File: src/rtl/rv_muldiv_pkg.sv
// Shared types and op-decode helpers for the iterative RV32M multiply/divide unit.
package rv_muldiv_pkg;

    typedef enum logic [2:0] {
        OP_MUL    = 3'd0,
        OP_MULH   = 3'd1,
        OP_MULHSU = 3'd2,
        OP_MULHU  = 3'd3,
        OP_DIV    = 3'd4,
        OP_DIVU   = 3'd5,
        OP_REM    = 3'd6,
        OP_REMU   = 3'd7
    } op_e;

    typedef enum logic [1:0] {
        ST_IDLE = 2'd0,
        ST_CALC = 2'd1,
        ST_FIX  = 2'd2,
        ST_DONE = 2'd3
    } state_e;

    function automatic logic is_div(op_e op);
        return op[2];
    endfunction

    function automatic logic is_signed_a(op_e op);
        return op inside {OP_MULH, OP_MULHSU, OP_DIV, OP_REM};
    endfunction

    function automatic logic is_signed_b(op_e op);
        return op inside {OP_MULH, OP_DIV, OP_REM};
    endfunction

endpackage

File: src/rtl/rv_muldiv_if.sv
// Request/result handshake bundle between the core and the multiply/divide unit.
interface rv_muldiv_if #(
    parameter int WIDTH = 32
);
    import rv_muldiv_pkg::*;

    logic             in_valid;
    logic             in_ready;
    op_e              op;
    logic [WIDTH-1:0] src_a;
    logic [WIDTH-1:0] src_b;
    logic             out_valid;
    logic             out_ready;
    logic [WIDTH-1:0] result;

    modport master (
        output in_valid, op, src_a, src_b, out_ready,
        input  in_ready, out_valid, result
    );

    modport slave (
        input  in_valid, op, src_a, src_b, out_ready,
        output in_ready, out_valid, result
    );

endinterface

File: src/rtl/rv_muldiv_fix.sv
// Result sign fix-up and selection, evaluated in the FIX cycle.
module rv_muldiv_fix
    import rv_muldiv_pkg::*;
#(
    parameter int WIDTH = 32
) (
    input  op_e                op_i,
    input  logic               neg_i,
    input  logic [2*WIDTH-1:0] prod_i,
    input  logic [WIDTH-1:0]   quo_i,
    input  logic [WIDTH-1:0]   rem_i,
    output logic [WIDTH-1:0]   res_o
);
    logic [2*WIDTH-1:0] prod_s;
    logic [WIDTH-1:0]   quo_s;
    logic [WIDTH-1:0]   rem_s;

    // The product is negated at full width so the high half carries the borrow correctly.
    assign prod_s = neg_i ? -prod_i : prod_i;
    assign quo_s  = neg_i ? -quo_i  : quo_i;
    assign rem_s  = neg_i ? -rem_i  : rem_i;

    always_comb begin
        res_o = prod_s[2*WIDTH-1:WIDTH];
        case (op_i)
            OP_MUL:          res_o = prod_s[WIDTH-1:0];
            OP_DIV, OP_DIVU: res_o = quo_s;
            OP_REM, OP_REMU: res_o = rem_s;
            default:         res_o = prod_s[2*WIDTH-1:WIDTH];
        endcase
    end

endmodule

File: src/rtl/rv_muldiv_iter.sv
// Iterative RV32M multiply/divide: shift-add multiply and restoring divide, one bit per cycle.
module rv_muldiv_iter
    import rv_muldiv_pkg::*;
#(
    parameter int WIDTH = 32,
    parameter int CNT_W = $clog2(WIDTH) + 1
) (
    input  logic       clock,
    input  logic       reset,
    input  logic       flush,
    rv_muldiv_if.slave bus
);
    localparam logic [WIDTH-1:0] MIN_NEG  = {1'b1, {(WIDTH-1){1'b0}}};
    localparam logic [WIDTH-1:0] ALL_ONES = {WIDTH{1'b1}};

    state_e             state_q, state_d;
    op_e                op_q, op_d;
    logic               neg_q, neg_d;
    logic [CNT_W-1:0]   cnt_q, cnt_d;
    logic [2*WIDTH-1:0] acc_q, acc_d;
    logic [WIDTH:0]     rem_q, rem_d;
    logic [WIDTH-1:0]   opb_q, opb_d;
    logic [WIDTH-1:0]   res_q, res_d;

    logic               a_neg, b_neg, req_rem, div_zero, div_ovf;
    logic [WIDTH-1:0]   mag_a, mag_b;
    logic [WIDTH:0]     mul_sum;
    logic [WIDTH+1:0]   rem_sh, rem_diff;
    logic [WIDTH-1:0]   fix_res;

    assign a_neg    = is_signed_a(bus.op) && bus.src_a[WIDTH-1];
    assign b_neg    = is_signed_b(bus.op) && bus.src_b[WIDTH-1];
    assign mag_a    = a_neg ? -bus.src_a : bus.src_a;
    assign mag_b    = b_neg ? -bus.src_b : bus.src_b;
    assign req_rem  = bus.op inside {OP_REM, OP_REMU};
    assign div_zero = is_div(bus.op) && (bus.src_b == '0);
    assign div_ovf  = is_div(bus.op) && is_signed_a(bus.op)
                      && (bus.src_a == MIN_NEG) && (bus.src_b == ALL_ONES);

    // acc low half holds the multiplier (shifting out right) or the dividend/quotient (shifting left).
    assign mul_sum  = {1'b0, acc_q[2*WIDTH-1:WIDTH]} + (acc_q[0] ? {1'b0, opb_q} : '0);
    assign rem_sh   = {rem_q, acc_q[WIDTH-1]};
    assign rem_diff = rem_sh - {2'b00, opb_q};

    rv_muldiv_fix #(.WIDTH(WIDTH)) u_fix (
        .op_i   (op_q),
        .neg_i  (neg_q),
        .prod_i (acc_q),
        .quo_i  (acc_q[WIDTH-1:0]),
        .rem_i  (rem_q[WIDTH-1:0]),
        .res_o  (fix_res)
    );

    always_comb begin
        state_d = state_q;
        op_d    = op_q;
        neg_d   = neg_q;
        cnt_d   = cnt_q;
        acc_d   = acc_q;
        rem_d   = rem_q;
        opb_d   = opb_q;
        res_d   = res_q;
        unique case (state_q)
            ST_IDLE: begin
                if (bus.in_valid && !flush) begin
                    op_d  = bus.op;
                    neg_d = req_rem ? a_neg : (a_neg ^ b_neg);
                    cnt_d = CNT_W'(WIDTH);
                    acc_d = {{WIDTH{1'b0}}, is_div(bus.op) ? mag_a : mag_b};
                    opb_d = is_div(bus.op) ? mag_b : mag_a;
                    rem_d = '0;
                    if (div_zero) begin
                        res_d   = req_rem ? bus.src_a : ALL_ONES;
                        state_d = ST_DONE;
                    end else if (div_ovf) begin
                        res_d   = req_rem ? '0 : MIN_NEG;
                        state_d = ST_DONE;
                    end else begin
                        state_d = ST_CALC;
                    end
                end
            end
            ST_CALC: begin
                cnt_d = cnt_q - CNT_W'(1);
                if (is_div(op_q)) begin
                    rem_d = rem_diff[WIDTH+1] ? rem_sh[WIDTH:0] : rem_diff[WIDTH:0];
                    acc_d = {acc_q[2*WIDTH-1:WIDTH], acc_q[WIDTH-2:0], ~rem_diff[WIDTH+1]};
                end else begin
                    acc_d = {mul_sum, acc_q[WIDTH-1:1]};
                end
                if (cnt_q == CNT_W'(1)) state_d = ST_FIX;
            end
            ST_FIX: begin
                res_d   = fix_res;
                state_d = ST_DONE;
            end
            ST_DONE: begin
                if (bus.out_ready) state_d = ST_IDLE;
            end
            default: state_d = ST_IDLE;
        endcase
        if (flush) state_d = ST_IDLE;
    end

    always_ff @(posedge clock) begin
        if (reset) begin
            state_q <= ST_IDLE;
            cnt_q   <= '0;
            res_q   <= '0;
        end else begin
            state_q <= state_d;
            cnt_q   <= cnt_d;
            res_q   <= res_d;
        end
    end

    always_ff @(posedge clock) begin
        op_q  <= op_d;
        neg_q <= neg_d;
        acc_q <= acc_d;
        rem_q <= rem_d;
        opb_q <= opb_d;
    end

    assign bus.in_ready  = (state_q == ST_IDLE);
    assign bus.out_valid = (state_q == ST_DONE);
    assign bus.result    = res_q;

endmodule
File: src/flat_wrapper.sv
// flat-port wrapper written by rule: the top's interface ports become plain ports
module rv_muldiv_iter_flat import rv_muldiv_pkg::*;
#(
    parameter int WIDTH = 32,
    parameter int CNT_W = $clog2(WIDTH) + 1
)
  (clock, reset, flush, bus_in_valid, bus_op, bus_src_a, bus_src_b, bus_out_ready, bus_in_ready, bus_out_valid, bus_result);
  rv_muldiv_if #(.WIDTH(WIDTH)) bus_i ();
  input  logic clock;
  input  logic reset;
  input  logic flush;
  input wire logic [$bits(bus_i.in_valid)-1:0] bus_in_valid;
  input wire logic [$bits(bus_i.op)-1:0] bus_op;
  input wire logic [$bits(bus_i.src_a)-1:0] bus_src_a;
  input wire logic [$bits(bus_i.src_b)-1:0] bus_src_b;
  input wire logic [$bits(bus_i.out_ready)-1:0] bus_out_ready;
  output wire logic [$bits(bus_i.in_ready)-1:0] bus_in_ready;
  output wire logic [$bits(bus_i.out_valid)-1:0] bus_out_valid;
  output wire logic [$bits(bus_i.result)-1:0] bus_result;
  assign bus_i.in_valid = bus_in_valid;
  assign bus_i.op = bus_op;
  assign bus_i.src_a = bus_src_a;
  assign bus_i.src_b = bus_src_b;
  assign bus_i.out_ready = bus_out_ready;
  assign bus_in_ready = bus_i.in_ready;
  assign bus_out_valid = bus_i.out_valid;
  assign bus_result = bus_i.result;
  rv_muldiv_iter #(.WIDTH(WIDTH), .CNT_W(CNT_W)) u_core (.clock(clock), .reset(reset), .flush(flush), .bus(bus_i));
endmodule
File: config.mk
export PLATFORM = sky130hd
export DESIGN_NAME = rv_muldiv_iter_flat
export DESIGN_NICKNAME = d
export VERILOG_FILES = /design/src/rtl/rv_muldiv_pkg.sv /design/src/rtl/rv_muldiv_if.sv /design/src/rtl/rv_muldiv_fix.sv /design/src/rtl/rv_muldiv_iter.sv /design/src/flat_wrapper.sv
export SDC_FILE = /design/constraint.sdc
export NUM_CORES = 1
export LEC_CHECK = 0
export BUFFER_PORTS_ARGS = -buffer_cell sky130_fd_sc_hd__buf_2
export CAP_MARGIN = 10
export CORE_MARGIN = 2
export CORE_UTILIZATION = 45
export DETAILED_ROUTE_END_ITERATION = 10
export SLEW_MARGIN = 20
export SYNTH_ARGS = -nofsm -noshare
export SYNTH_HDL_FRONTEND = slang
export SYNTH_SLANG_ARGS = --single-unit
File: constraint.sdc
create_clock -name clock -period 3.9 [get_ports clock]
set_input_delay 0.78 -clock clock [delete_from_list [all_inputs] [get_ports clock]]
set_output_delay 0.78 -clock clock [all_outputs]
set_load 0.01 [all_outputs]
# ---- After elaboration in Yosys (flattened, before gate mapping)
# Index checks and enable logic that the tools add are counted.
# W data, S select, Z words.
dict set report word_totals {
  regBits 173
  inputBits 72
  elab_cells 96
}
dict set report classes {
  add_sub_neg 8
  eq_ne 21
  n_mux 31
  n_bitwise 2
  reduce_logical 25
}
# operator n
set op_table {}
lappend op_table {{$mux W32} 12}
lappend op_table {{$mux W64} 3}
lappend op_table {{$neg A32 Y32} 4}
lappend op_table {{$pmux W64 S2} 1}
lappend op_table {{$mux W33} 3}
lappend op_table {{$pmux W32 S3} 1}
lappend op_table {{$pmux W33 S2} 1}
lappend op_table {{$eq A32 B32 Y1 const B} 2}
lappend op_table {{$neg A64 Y64} 1}
lappend op_table {{$pmux W32 S2} 1}
lappend op_table {{$sub A34 B32 Y34} 1}
lappend op_table {{$add A32 B33 Y33} 1}
lappend op_table {{$logic_not A32 Y1} 1}
lappend op_table {{$eq A3 B3 Y1 const B} 7}
lappend op_table {{$pmux W6 S2} 1}
lappend op_table {{$reduce_and A3 Y1} 4}
lappend op_table {{$mux W2} 5}
lappend op_table {{$pmux W2 S4} 1}
lappend op_table {{$logic_and A1 B1 Y1} 7}
lappend op_table {{$eq A6 B1 Y1 const B} 1}
lappend op_table {{$mux W6} 1}
lappend op_table {{$ne A2 B1 Y1 const B} 3}
lappend op_table {{$reduce_bool A2 Y1} 3}
lappend op_table {{$reduce_or A2 Y1} 3}
lappend op_table {{16 further kinds} 19}

# ---- Longest topological paths before layout
# Gate-level depths: netlist of the first run.
dict set report logic_depth {
  depth_word 9
  mapped_depth 14
}

# ---- Cells and area by module
# From an unflattened synthesis of the first run, not the netlist that was laid out.
dict set report hier_totals {
  hier_cells 2058
  hier_area_um2 17012.6
}
# module instances cells_per_inst area_per_inst_um2 seq_area_each_um2
set modules_own_cells {}
lappend modules_own_cells {rv_muldiv_iter 1 1485 13246.5 4794.6}
lappend modules_own_cells {rv_muldiv_fix 1 573 3766.1 0.0}

# ---- Least setup slack after synthesis of the first run
# Ideal clock, no wire load.
dict set report synth_path {
  path_kind {input to register}
  start {input bus_src_b[12]}
  end {register u_core.res_q[17] (netlist: u_core.bus.result[17])}
  setup_time_ns 0.087
  t_arrival_ns 3.618
  t_required_ns 3.813
  slack_ns 0.195
  cell_stages 10
  n_path_buf 2
  path_cell_list {or4_4 or4_1 or2_4 or3b_4 o22ai_4 a31oi_4 or3_1 buf_6 buf_8 o31ai_1}
}
dict set report synth_between {
  elab_chain_len 5
  elab_cells_between_ends 9
}
# item line_no
set synth_lines {}
lappend synth_lines {{start, declared} flat_wrapper.sv:15} ;# input wire logic [$bits(bus_i.src_b)-1:0] bus_src_b;
lappend synth_lines {{$logic_not A32 Y1} rv_muldiv_iter.sv:36} ;# assign div_zero = is_div(bus.op) && (bus.src_b == '0);
lappend synth_lines {{$logic_and A1 B1 Y1} rv_muldiv_iter.sv:36}
lappend synth_lines {{$mux W32} rv_muldiv_iter.sv:72} ;# if (div_zero) begin
lappend synth_lines {{$mux W32} rv_muldiv_iter.sv:65} ;# if (bus.in_valid && !flush) begin
lappend synth_lines {{$pmux W32 S2} rv_muldiv_iter.sv:63} ;# unique case (state_q)
lappend synth_lines {{end signal, assigned} rv_muldiv_iter.sv:113} ;# res_q <= res_d;
lappend synth_lines {{end, declared} rv_muldiv_iter.sv:23} ;# logic [WIDTH-1:0] res_q, res_d;
# Several ways; a longest one is shown, not always the timed one. The select of a mux whose other input is x is not followed.
# A chain may end at the register's enable or synchronous reset.

# ---- Final worst setup path of the first run
dict set report layout_path {
  start {input bus_src_a[14]}
  end {register u_core.res_q[20] (netlist: u_core.bus.result[20])}
}
dict set report layout_between {
  elab_chain_len 5
}
# item line_no
set layout_lines {}
lappend layout_lines {{start, declared} flat_wrapper.sv:14} ;# input wire logic [$bits(bus_i.src_a)-1:0] bus_src_a;
lappend layout_lines {{$eq A32 B32 Y1} rv_muldiv_iter.sv:38} ;# && (bus.src_a == MIN_NEG) && (bus.src_b == ALL_ONES);
lappend layout_lines {{$logic_and A1 B1 Y1 (2 in series)} rv_muldiv_iter.sv:38}
lappend layout_lines {{$ne A3 B1 Y1 (no line)} -}
lappend layout_lines {{$reduce_and A3 Y1 (no line)} -}
# Every way passes these cells.

==> impl_results.md, run 1 <==
* Outcome: complete, no violations
* Ys async rst share at 0%
* Iter 0 DRT Violations at 1467
* Die height at 189 um
* RePlAce Congestion at 0.997
* Max clock buf depth at 2
* Grt met1 use at 41.6%
* Via count at 15000
* # setup viols final at 0
* Row cnt at 67
* Initial Utilization at 45.9%
* GRT overflow at 0
* Mux share of post-synthesis cell area at 7.73%
* Grt met2 use at 51.7%
* Seq pwr share at 38.5%
* Dpl ws at -0.257 ns
* Critical path launch point type: input port
* Mapped Cells at 1843
* Clk pin slew, worst setup/hold paths at 0.08 ns
* Synth cell count leaders: nor2_1, a21oi_1, nand2_1
* Pwr Density at 344 nW/um^2
* Sw frac at 37.1%
* Yosys warning count at 0
* Leakage at 6.96 nW
* Combinational power share at 31.6%
* H-tree Lvls at 4
* Vias in the first global route at 14100
* PortBufs at 105
* Critical path arrival at 4.23 ns
* Die Footprint at 35900 um^2
* GRT Total Usage at 32.2%
* Register area share after synthesis at 31.0%
* Headroom to the max-slew limit at 21.4%
* Via density at 6.23
* Core Region at 33700 um^2
* Critical path's largest stage delay at 0.96 ns
* Slowest-stage cell, CP: nor4_1
* Hold Buf Count CTS at 0
* Synth Area in Compound Gates at 21.0%
* Fraction of layout cells with a size suffix above 1 at 12.4%
* Final Hold Viols at 0
* Syn Area/Cell at 8.39 um^2
* Die Width at 189 um
* Final period util at 98.0%
* CTS Buf Count at 17
* P_int at 3.76 mW
* Largest family of logic cells by synthesized area: compound AO/OA/AOI/OAI gates
* Yosys reg bits at 173
* Num ports at 106
* CTS tree: yes
* Top FF cell, synth: edfxtp_1
* Syn_nets at 1992
* Net switching power at 2.22 mW
* Count of cell types in the netlist at 78
* Peak supply drop at 0.317 mV
* Adder-Cell Fraction of Synth Area at 6.33%
* Minimum clock period at 3.82 ns
* Finished layout cell area at 17400 um^2
* HP Class: reg -> reg
* Number of flops mapped to enable cells by yosys at 133
* # clock sinks at 173
* Antenna-violating nets left at 0
* WL/cell at 24.0 um
* RSZ-0062 raised after global routing: no
* Nets@finish at 2094
* FMAX at 0.262 GHz
* Met3 global-route usage at 6.28%
* Slew Limit Fails at 0
* Area leader, netlist: edfxtp_1
* Initial antenna violation count at 2
* Synth top area share at 25.8%
* Pre-Repair DR Iteration Count at 6
* CP Max Fanout at 18
* DRT Wirelength at 57.8 mm
* Worst-margin pin slew at 1.17 ns
* Area growth syn-to-layout at 12.4%
* Hpwl dp at 46.0 mm
* Clk network pwr share at 30.0%
* Placed Instance Area at 16800 um^2
* Synth top area cells: edfxtp_1, mux2i_1, ha_1, xnor2_1, nor2_1
* Final design utilization at 51.6%
* Remaining DRCs at 0
* Post-synthesis xor/xnor area fraction at 10.8%
* Most common cell in the synthesized netlist: nor2_1
* CP Class: in -> reg
* First-pass GRT wire length at 86.5 mm
* Clock Skews at 0.0162 ns
* Worst path required time at 4.31 ns
* Clk_lat worst skew at 0.47 ns
* Max Cap Viol at 0
* CP Capture Type: flop
* Largest net degree at the start of global routing at 63
* Clk Tree Root Cell: clkbuf_16
* Peak-usage layer in the global routing report: met2
* Synthesized cell area at 15500 um^2
* CP cell instances: buf_2 -> nor4_1 -> nand4_1 -> or4_1 -> o22ai_4 -> a31oi_4 -> or3_1 -> buf_4 -> nor2_1 -> a22o_1
* Fin worst setup slack at 0.0771 ns
* Synth Area in Simple Gates at 18.9%
-- layout make-up --
class / instances / area, um^2
multi-input combinational: 1504 / 10100
fill: 3285 / 16300
clock inverter: 13 / 146
timing repair buffer: 178 / 1090
tap: 448 / 561
inverter: 71 / 267
sequential: 173 / 4790
antenna: 2 / 5.00
clock buffer: 19 / 454
-- repair_timing --
action / 4_1_cts / 5_1_grt
gates resized for setup: 0 / 2
setup buffers: 0 / 0
endpoints found under the setup margin: 0 / 5
-- registers in the layout (all words and copies together), names as in the netlist --
name / cells
u_core.state_q: 2
u_core.op_q: 3
u_core.neg_q: 1
u_core.rem_q: 33
u_core.opb_q: 32
u_core.bus.result: 32
u_core.acc_q: 64
u_core.cnt_q: 6
-- cell families after synthesis --
group	count (synthesis)
XOR/XNOR	191
flip-flops	173
buffers and inverters	166
AO/OA/AOI/OAI	500
AND/OR/NAND/NOR	617
adder cells (fa/ha/maj)	77
multiplexers	119
-- routing by layer --
| metal | wire, um | vias up |
|---|---|---|
| met2 | 26200 | 711 |
| met5 | 0 | - |
| met4 | 2830 | 0 |
| met3 | 4500 | 127 |
| met1 | 24300 | 7168 |
| li1 | - | 7004 |
-- per-stage QoR --
stage	TNS (ns)	hold WS (ns)	power, mW	cells
5_1_grt	0	0.491	6.24	2406
3_3_place_gp	-5.48	0.440	4.17	2374
6_report	0	0.461	5.98	2408
3_5_place_dp	-6.33	0.443	4.18	2374
4_1_cts	0	0.465	5.97	2406
2_1_floorplan	0	0.476	3.54	1843
-- cell usage in the layout, fill, tap and decap left out, types with 43 or more instances in the layout --
cell	count
nor2_1	233
a21oi_1	140
nand2_1	139
edfxtp_1	133
mux2i_1	116
o21ai_0	114
xnor2_1	104
buf_2	104
xor2_1	86
ha_1	74
buf_4	73
inv_1	69
o31ai_1	51
nor3_1	43
-- path summary, 6_finish.rpt --
kind / from / to / slack [ns] / cells after the start
worst min-delay path: u_core.bus.result[25] / u_core.bus.result[25] / 0.46 / 2
worst max register to register: u_core.acc_q[0] / u_core.bus.result[18] / 0.11 / 10
worst max-delay path: bus_src_a[14] / u_core.bus.result[20] / 0.08 / 10
worst min register to register: u_core.bus.result[25] / u_core.bus.result[25] / 0.46 / 2
-- power groups by stage --
stage	Clock, mW	Sequential (mW)	Combinational (mW)
global route	1.88	2.31	2.05
global placement	0	2.33	1.83
detailed placement	0	2.33	1.84
finish	1.79	2.30	1.89
CTS	1.82	2.29	1.85
floorplan	0	2.28	1.27
-- critical path: cells and delay by family --
family	cells	cell delay (ns)
and+or+nand+nor	5	2.60
AOI/OAI and AO/OA	3	0.45
buffers and inverters	2	0.39
Note: power is estimated with default switching activity, not from simulation.
==> run 2, diff against run 1 <==
BUFFER_PORTS_ARGS = -buffer_cell sky130_fd_sc_hd__clkbuf_2   (was -buffer_cell sky130_fd_sc_hd__buf_2)
==> run 2 against run 1 <==
Setup slack improved by 0.13 ns. First-iteration DRC count rose by 9.3%. Non-clock buffer count rose by 6. Via count rose by 0.73%. Flip-flop and latch count did not move. Sequential power barely moved. Clock power barely moved. Total power fell by 0.78%. Die area did not move. Utilization rose by 0.078 points. Largest cell class unchanged. Highest routed layer unchanged.
==> impl_results.md, run 2 (synthesis gave the netlist of run 1 again) <==
* Die height at 189 um (unchanged)
* Fraction of layout cells with a size suffix above 1 at 12.7% (was 12.4%)
* Row cnt at 67 (unchanged)
* Die Footprint at 35900 um^2 (unchanged)
* Reg2Reg Depth at 11 (was 10)
* GRT Total Usage at 32.1% (was 32.2%)
* Final Hold Viols at 0 (unchanged)
* Most common cell after layout, fill and taps aside: nor2_1 (unchanged)
* Final non-filler cell total at 2414 (was 2408)
* Placed Instance Area at 16800 um^2 (about the same)
* Critical R2R Capture: u_core.bus.result[26] (was u_core.bus.result[18])
* Clk_lat worst skew at 0.46 ns (was 0.47 ns)
* Die Width at 189 um (unchanged)
* First-pass GRT wire length at 87.0 mm (was 86.5 mm)
* GRT overflow at 0 (unchanged)
* Stages on the worst setup path at 11 (was 10)
* Outcome: complete, no violations (unchanged)
* Vias in the first global route at 14200 (was 14100)
* Worst setup endpoint: u_core.bus.result[26] (was u_core.bus.result[20])
* CP top delay family: simple AND/OR/NAND/NOR gates (unchanged)
* Pre-Repair DR Iteration Count at 6 (unchanged)
* Final period util at 94.6% (was 98.0%)
* Initial antenna violation count at 1 (was 2)
* Worst path required time at 4.31 ns (about the same)
* Max Cap Viol at 0 (unchanged)
* Largest net degree at the start of global routing at 85 (was 63)
* RePlAce Congestion at 1.02 (was 0.997)
* Peak supply drop at 0.333 mV (was 0.317 mV)
* Critical path arrival at 4.10 ns (was 4.23 ns)
* Total chip power at 5.93 mW (was 5.98 mW)
* Num ports at 106 (unchanged)
* CP Max Fanout at 14 (was 18)
* H-tree Lvls at 4 (unchanged)
* Hold slack at 0.465 ns (was 0.461 ns)
* Worst-margin pin slew at 1.04 ns (was 1.17 ns)
* Via density at 6.26 (was 6.23)
* Total negative slack at 0 ns (unchanged)
* Reg2reg start: u_core.acc_q[0] (unchanged)
* Clk Tree Root Cell: clkbuf_16 (unchanged)
* Crit. Startpoint: u_core.acc_q[0] (was bus_src_a[14])
* CP Capture Type: flop (unchanged)
* CTS tree: yes (unchanged)
* Slowest-stage cell, CP: o21ai_0 (was nor4_1)
* Nets@finish at 2100 (was 2094)
* Reg with most FFs: u_core.acc_q (unchanged)
* CTS Buf Count at 17 (unchanged)
* Core Region at 33700 um^2 (unchanged)
* Iter 0 DRT Violations at 1604 (was 1467)
* # clock sinks at 173 (unchanged)
* Hpwl dp at 45.5 mm (was 46.0 mm)
* Via count at 15100 (was 15000)
* Leakage at 6.97 nW (was 6.96 nW)
* HP Class: reg -> reg (unchanged)
* Fin worst setup slack at 0.209 ns (was 0.0771 ns)
* Max clock buf depth at 2 (unchanged)
* Hold path depth at 2 (unchanged)
* Largest register FFs at 64 (unchanged)
* Critical path's largest stage delay at 0.61 ns (was 0.96 ns)
* Dpl ws at -0.206 ns (was -0.257 ns)
* CP bufs+invs at 3 (was 2)
* Clock Skews at 0.0182 ns (was 0.0162 ns)
* Antenna-violating nets left at 0 (unchanged)
* PortBufs at 105 (unchanged)
* Hold Buf Count CTS at 0 (unchanged)
* Pwr Density at 341 nW/um^2 (was 344 nW/um^2)
* Largest registers: u_core.acc_q (64), u_core.rem_q (33) (unchanged)
* WL/cell at 23.8 um (was 24.0 um)
* Critical Path Most Common Cell: buf_4
* # setup viols final at 0 (unchanged)
* FMAX at 0.271 GHz (was 0.262 GHz)
* CP cell instances: inv_1 -> buf_4 -> ha_1 -> and2_0 -> nand4_1 -> or2_2 -> nor3_1 -> buf_4 -> a31oi_1 -> o21ai_0 -> a22o_1 (was buf_2 -> nor4_1 -> nand4_1 -> or4_1 -> o22ai_4 -> a31oi_4 -> or3_1 -> buf_4 -> nor2_1 -> a22o_1)
* Placed cells at 2380 (was 2374)
* Final design utilization at 51.6% (about the same)
* Reg2Reg Setup Slack at 0.21 ns (was 0.11 ns)
* Slew Limit Fails at 0 (unchanged)
* Finished layout cell area at 17400 um^2 (about the same)
* Headroom to the max-slew limit at 30.3% (was 21.4%)
* Remaining DRCs at 0 (unchanged)
* Area growth syn-to-layout at 12.6% (was 12.4%)
* Clk pin slew, worst setup/hold paths at 0.08 ns (about the same)
* Most frequent cells in the layout: nor2_1, a21oi_1, nand2_1 (unchanged)
* CP Class: reg -> reg (was in -> reg)
* RSZ-0062 raised after global routing: no (unchanged)
* Filler cells at 3232 (was 3285)
* DRT Wirelength at 57.5 mm (was 57.8 mm)
* Initial Utilization at 45.9% (unchanged)
* Critical path launch point type: flop (was input port)
* Minimum clock period at 3.69 ns (was 3.82 ns)
## run 2: how the worst min path moves through the flow
stage                          start               endpoint
2_1_floorplan  u_core.bus.result[31]  u_core.bus.result[31]
3_5_place_dp    u_core.bus.result[3]   u_core.bus.result[3]
6_report       u_core.bus.result[11]  u_core.bus.result[11]
5_1_grt        u_core.bus.result[19]  u_core.bus.result[19]
4_1_cts         u_core.bus.result[3]   u_core.bus.result[3]
3_3_place_gp   u_core.bus.result[16]  u_core.bus.result[16]
## run 2: worst reg2reg max path: stages (launching register included)
cell and delay, ns:
edfxtp_1 0.39, inv_1 0.40, buf_4 0.30, ha_1 0.24, and2_0 0.36, nand4_1 0.22, or2_2 0.43, nor3_1 0.21
buf_4 0.18, a31oi_1 0.09, o21ai_0 0.61, a22o_1 0.22
## run 2: area by class of cell
cell class              instances  area, um^2  share of cell area [%]
flip-flops and latches        173        4790                    27.5
diodes                          2        5.00                  0.0288
inverters                      71         267                    1.53
well taps                     448         561                    3.22
multi-input cells            1504       10100                    57.8
clock inverters                15         170                   0.978
clock buffers                  17         425                    2.44
repair buffers                184        1120                    6.44
## run 2: report_power, final
part | switching (mW) | total, mW | internal [mW]
combinational | 1.16 | 1.87 | 0.716
clock | 0.894 | 1.76 | 0.862
sequential | 0.161 | 2.31 | 2.15
## run 2: layer usage
metal | track usage (%) | vias up | routed length, um
met1 | 42.1 | 7221 | 24000
met3 | 4.99 | 135 | 4330
li1 | - | 7023 | -
met2 | 51.1 | 741 | 26000
met5 | 0 | - | 0
met4 | 16.7 | 0 | 3120
## run 2: repair_timing
item / in CTS / in global routing
endpoints found under the setup margin: 0 / 1
resized for setup: 0 / 1
setup buffers: 0 / 0
